==> config.mk <==
export PLATFORM = sky130hd
export DESIGN_NAME = vr_modctr_dec
export DESIGN_NICKNAME = d
export VERILOG_FILES = /design/src/rtl/vr_modctr_dec_pkg.sv /design/src/rtl/vr_onehot_dec_l.sv /design/src/rtl/vr_modctr_dec.sv
export SDC_FILE = /design/constraint.sdc
export NUM_CORES = 1
export LEC_CHECK = 0
export ABC_AREA = 1
export CAP_MARGIN = 20
export CELL_PAD_IN_SITES_DETAIL_PLACEMENT = 1
export CELL_PAD_IN_SITES_GLOBAL_PLACEMENT = 1
export CORE_MARGIN = 2
export CORE_UTILIZATION = 26
export DETAILED_ROUTE_END_ITERATION = 10
export GPL_ROUTABILITY_DRIVEN = 0
export GPL_TIMING_DRIVEN = 0
export PLACE_DENSITY_LB_ADDON = 0.25
export RECOVER_POWER = 50
export SYNTH_ARGS = -nofsm -noshare
export SYNTH_HDL_FRONTEND = slang
export SYNTH_SLANG_ARGS = --single-unit
==> constraint.sdc <==
create_clock -name CLK -period 1.3 [get_ports CLK]
set_input_delay 0.26 -clock CLK [delete_from_list [all_inputs] [get_ports CLK]]
set_output_delay 0.26 -clock CLK [all_outputs]
set_load 0.05 [all_outputs]
==> src/rtl/vr_modctr_dec_pkg.sv <==
// vr_modctr_dec_pkg: shared constants and the clog2 helper for the modulo counter/decoder
package vr_modctr_dec_pkg;
    localparam int DEF_MODULUS = 8;
    localparam int DEF_WIDTH = 3;
    function automatic int clog2(input int n);
        int r;
        r = 0;
        while ((1 << r) < n) r++;
        return r;
    endfunction
endpackage

==> src/rtl/vr_onehot_dec_l.sv <==
// vr_onehot_dec_l: combinational active-low one-hot decoder, y[i]=0 iff sel==i
module vr_onehot_dec_l #(
    parameter int N = 8,
    parameter int W = 3
) (
    input  logic [W-1:0] sel,
    output logic [0:N-1] y
);
    always_comb
        for (int i = 0; i < N; i++) y[i] = sel != W'(i);
endmodule

==> src/rtl/vr_modctr_dec.sv <==
// vr_modctr_dec: up/down modulo counter with load, registered active-low decode and terminal count
module vr_modctr_dec
    import vr_modctr_dec_pkg::*;
#(
    parameter int MODULUS = DEF_MODULUS,
    parameter int WIDTH = DEF_WIDTH
) (
    input  logic               CLK,
    input  logic               CLR,
    input  logic               EN,
    input  logic               UP,
    input  logic               LD,
    input  logic [WIDTH-1:0]   D,
    output logic [WIDTH-1:0]   Q,
    output logic [0:MODULUS-1] S_L,
    output logic               TC_L,
    output logic               ERR
);
    localparam logic [WIDTH-1:0] MAX = WIDTH'(MODULUS - 1);
    localparam logic [0:MODULUS-1] S_RST = {1'b0, {(MODULUS - 1) {1'b1}}};
    if (MODULUS < 2 || MODULUS > 256 || WIDTH < clog2(MODULUS)) begin : g_bad_params
        $error("vr_modctr_dec: illegal MODULUS/WIDTH combination");
    end
    logic ld_bad, at_end;
    logic [WIDTH-1:0] q_nxt;
    logic [0:MODULUS-1] s_nxt;
    // extra bit so MODULUS == 2**WIDTH still compares correctly
    assign ld_bad = LD && ({1'b0, D} >= (WIDTH + 1)'(MODULUS));
    assign at_end = UP ? Q == MAX : Q == '0;
    always_comb
        q_nxt = LD ? (ld_bad ? Q : D)
              : EN ? (UP ? (Q == MAX ? '0 : Q + WIDTH'(1)) : (Q == '0 ? MAX : Q - WIDTH'(1)))
              : Q;
    vr_onehot_dec_l #(.N(MODULUS), .W(WIDTH)) u_dec (.sel(q_nxt), .y(s_nxt));
    always_ff @(posedge CLK) begin
        if (CLR) begin
            Q <= '0;
            S_L <= S_RST;
            ERR <= 1'b0;
        end else begin
            Q <= q_nxt;
            S_L <= s_nxt;
            ERR <= ld_bad;
        end
    end
    assign TC_L = ~(EN & ~LD & ~CLR & at_end);
endmodule

**Yosys cells after proc, flatten, opt, wreduce, memory -nomap -nowiden**

Index checks and enable logic that the tools add are counted.
W data, S select, Z words.

- Logic and storage cells: 26
- Register bits: 11
- Bits of input ports: 8

- Reductions and logical operators: 2
- Equality and inequality tests: 8
- Muxes and demuxes: 6
- Add/sub/neg operators: 2
- Bitwise gates (word level): 6

Operators by type and width:

| operator | number |
|---|---|
| $mux W3 | 5 |
| $ne A3 B3 Y1 const B | 4 |
| $ne A3 B2 Y1 const B | 2 |
| $add A3 B1 Y3 const B | 1 |
| $and A1 B1 Y1 | 3 |
| $eq A3 B3 Y1 const B | 1 |
| $logic_not A3 Y1 | 1 |
| $ne A3 B1 Y1 const B | 1 |
| $not A1 Y1 | 3 |
| $reduce_bool A3 Y1 | 1 |
| $sub A3 B1 Y3 const B | 1 |
| $mux W1 | 1 |

**Depth between registers and ports, before layout**

- Depth in word-level cells: 6
- Depth in mapped cells: 11

**Hierarchy**

A second synthesis with hierarchy kept.

- Cell total of the unflattened synthesis: 83
- Area total of the unflattened synthesis: 574.3 sq um

By module, submodules not included:

| module | area each (sq um) | instances | cells each |
|---|---|---|---|
| vr_modctr_dec | 521.8 | 1 | 71 |
| vr_onehot_dec_l | 52.6 | 1 | 12 |

**Worst setup path after synthesis**

OpenSTA, ideal clock, no wires.

- Path type: reg-to-output
- From: reg Q[0]
- To: out TC_L
- Data required time: 1.040 ns
- Stages on the path, launching flop included: 6
- Arrival time: 1.587 ns
- Slack: -0.547 ns
- Path through: dfxtp_1 -> ha_1 -> ha_1 -> nand2_1 -> nand2_1 -> nand4_1

- Cells in the longest elaborated chain, start to end: 4

Ends and longest elaborated chain:

| what | RTL line | text |
|---|---|---|
| start, declared | vr_modctr_dec.sv:14 | `output logic [WIDTH-1:0] Q,` |
| start signal, assigned | vr_modctr_dec.sv:41 | `Q <= q_nxt;` |
| $eq A3 B3 Y1 / $logic_not A3 Y1 (equally long branches) | vr_modctr_dec.sv:29 | `assign at_end = UP ? Q == MAX : Q == '0;` |
| $mux W1 * | vr_modctr_dec.sv:29 |  |
| $and A1 B1 Y1 * | vr_modctr_dec.sv:46 | `assign TC_L = ~(EN & ~LD & ~CLR & at_end);` |
| $not A1 Y1 * | vr_modctr_dec.sv:46 |  |
| end, declared | vr_modctr_dec.sv:16 | `output logic TC_L,` |

Mark *: on every way between the ends. The rest lies on a longest branch, timed or not.

**Final worst setup path**

- From: reg Q[1]
- To: out TC_L

Same word-level chain as after synthesis.

==> impl_metrics.py <==
metrics = {
    "synthesis": {
        "ys_seq_area_share_pct": 39.0,
        "synth_fp_nets": 86,
        "yosys_warnings": 0,
        "netlist_area_um2": 564,
        "syn_inst": 74,
        "avgSynthCellArea_um2": 7.63,
        "synthDistinctLibCells": 19,
        "ys_ff_latch": 11,
        "synth.top_cells.by_area": "dfxtp_1 39%, nand2_1 14%, ha_1 8.9%, nand3_1 5.3%, inv_1 5.3%",
        "yosys.area.top_type_share_pct": 39.0,
        "synth_top_area_cell": "dfxtp_1",
    },
    "drt": {
        "vias": 556,
        "drt-initial-drc-count": 0,
        "drt_pass1_iterations": 1,
        "routed_wl_mm": 1.66,
        "route.detailed.drc": 0,
        "antenna_left": 0,
        "via_per_inst": 4.34,
        "wire_per_inst_um": 13.0,
    },
    "cts": {
        "htreeDepth": 1,
        "cts_made_buffers": 3,
        "clk_path_buf_depth": 2,
        "cts_tree": "done",
        "clock_latency_ns": 0.28,
        "path_clk_slew_ns": 0.07,
        "cts_root_buf": "clkbuf_4",
        "clock-sinks": 11,
    },
    "sta": {
        "postLayoutSetupSlackWorst_ns": -0.286,
        "worst_clock_skew_ns": 0.00130,
        "period_share_pct": 122,
        "whs_ns": 0.627,
        "grt_setup_unrepaired": "true",
        "post-route-min-period_ns": 1.59,
        "drv_slew": 0,
        "clock.fmax_mhz": 630,
        "setup_viol": 12,
        "hold_violations": 0,
    },
    "min_path": {
        "worstHoldPathType": "input pin to flop",
    },
    "worst_setup_path": {
        "worstReg2RegStart": "Q[0]$_SDFF_PP0_",
        "r2r_end": "S_L[2]$_SDFF_PP1_",
        "critical_path_class": "flop to primary output",
        "critPathMaxFanout": 3,
        "required_ns": 1.04,
        "cp-end-kind": "primary output",
        "r2r_slack_ns": -0.17,
        "crit_path_start_kind": "flop",
        "arrival_ns": 1.33,
        "crit_start": "Q[1]$_SDFF_PP0_",
        "endpoint": "TC_L",
        "r2r_cells": 10,
    },
    "global_route": {
        "grtUsageTotal_pct": 13.4,
        "grt_max_degree": 9,
        "antenna_found_initial": 0,
        "grt_overflow": 0,
        "first_global_vias": 588,
        "grt_pass1_wl_mm": 2.60,
    },
    "floorplanning": {
        "dieArea_um2": 2560,
        "coreArea_um2": 2000,
        "io_pins": 21,
        "rows": 16,
        "die_x_um": 50.6,
        "initial_core_util_pct": 28.2,
        "die_h_um": 50.6,
    },
    "cells_and_area": {
        "multiInputGateArea_um2": 383,
        "seqCellArea_um2": 231,
        "final_nets": 114,
        "drive_above_1_share_pct": 48.5,
        "fillCellCount": 245,
        "area_delta_synth_final_pct": 68.7,
        "diodes": 0,
    },
    "run_status": {
        "violations": "setup timing",
        "outcome": "finished with violations",
    },
    "placed_design": {
        "port_buffers": 19,
        "hpwlAfterDp_mm": 1.17,
    },
    "power": {
        "leakagePower_nw": 0.440,
        "p_total_uw": 948,
        "vdd_ir_drop_max_mv": 0.591,
        "powerDensity_nw_per_um2": 996,
    },
    "run": {
        "cap_viol_max_count": 0,
    },
}
critical path, stage by stage, from the launching register on:
cell and delay, ns:
dfxtp_4 0.37, ha_4 0.16, ha_4 0.15, nand2_4 0.05
nand2_2 0.05, nand4_1 0.09, buf_6 0.17
sequential cells by signal, indices dropped and copies added, names as in the netlist:
name and flops:
S_L 8, Q 3
cells by family (layout without fill, tap and decap cells):
| logic type | count (synthesis) | in the layout | synth area share (%) |
|---|---|---|---|
| AOI/OAI and AO/OA | 5 | 5 | 7.54 |
| DFF | 11 | 11 | 39.0 |
| other | 1 | 1 | 0.665 |
| buffers and inverters | 11 | 38 | 7.98 |
| adders and majority gates | 4 | 4 | 8.87 |
| and+or+nand+nor | 42 | 42 | 35.9 |
layout make-up:
class,count,area share [%]
Sequential cell,11,24.3
Clock buffer,4,2.76
Tap cell,27,3.55
Timing Repair Buffer,23,23.8
Buffer,1,0.788
Multi-Input combinational cell,52,40.2
Inverter,10,4.60
cells in the mapped netlist, drive strengths merged:
cell type  number
a21boi          1
a21oi           4
buf             1
clkinv          1
conb            1
dfxtp          11
ha              4
inv             9
nand2          25
nand3           6
nand4           2
nor2            8
or2             1
through the flow:
| step | setup TNS (ns) | utilization, % | setup WS (ns) | std cells | cell area [um^2] |
|---|---|---|---|---|---|
| after floorplan | -0.889 | - | -0.234 | 74 | 621 |
| after global placement | -4.78 | 42.2 | -0.959 | 120 | 845 |
| after CTS | -1.35 | 44.5 | -0.297 | 124 | 891 |
| after global routing | -2.83 | 47.6 | -0.344 | 128 | 952 |
| after detailed placement | -5.02 | 42.2 | -0.959 | 120 | 845 |
| final | -1.64 | 47.6 | -0.286 | 128 | 952 |
routing by layer:
layer  vias up  wire (um)  track usage, %
met5         -          0               0
met1       262        635            15.6
li1        281          -               -
met4         0         48            6.76
met2         9        916            24.1
met3         4         58            1.49
worst min path at each step:
stage                    startpoint                 to  slack [ns]  cells after the start
finish                          CLR    Q[0]$_SDFF_PP0_        0.63                      2
global route                    CLR    Q[1]$_SDFF_PP0_        0.63                      2
CTS                             CLR    Q[0]$_SDFF_PP0_        0.63                      2
detailed placement  Q[0]$_SDFF_PP0_  S_L[6]$_SDFF_PP1_        0.73                      4
global placement    Q[0]$_SDFF_PP0_  S_L[6]$_SDFF_PP1_        0.73                      4
floorplan                       CLR    Q[0]$_SDFF_PP0_        0.32                      1
what timing repair did:
action	CTS	global route
setup buffers	0	4
pin swaps	2	6
gates resized for setup	45	14
hold endpoints to repair	0	0
setup endpoints to repair	22	14
hold buffers	0	0
layout by cell type, fill, tap and decap left out:
cell type / count
nand2_1: 15
dfxtp_1: 8
clkdlybuf4s15_2: 8
nand2_2: 7
clkdlybuf4s50_1: 6
nor2_1: 5
inv_1: 5
nand3_1: 5
dfxtp_4: 3
nand2_4: 3
nor2_4: 3
ha_4: 3
buf_4: 3
clkbuf_4: 3
buf_6: 3
inv_4: 2
nand4_1: 2
inv_2: 2
a21oi_2: 2
a21oi_1: 2
dlygate4sd2_1: 2
a21boi_4: 1
or2_4: 1
clkinv_2: 1
nand3_2: 1
ha_2: 1
conb_1: 1
clkbuf_1: 1
buf_2: 1
clkbuf_2: 1
power by group:
part	internal [mW]	total, mW	switching, mW
Combinational	0.126	0.336	0.210
Sequential	0.357	0.375	0.0179
Clock	0.119	0.238	0.119
Total	0.602	0.948	0.347
Note: power is estimated with default switching activity, not from simulation.
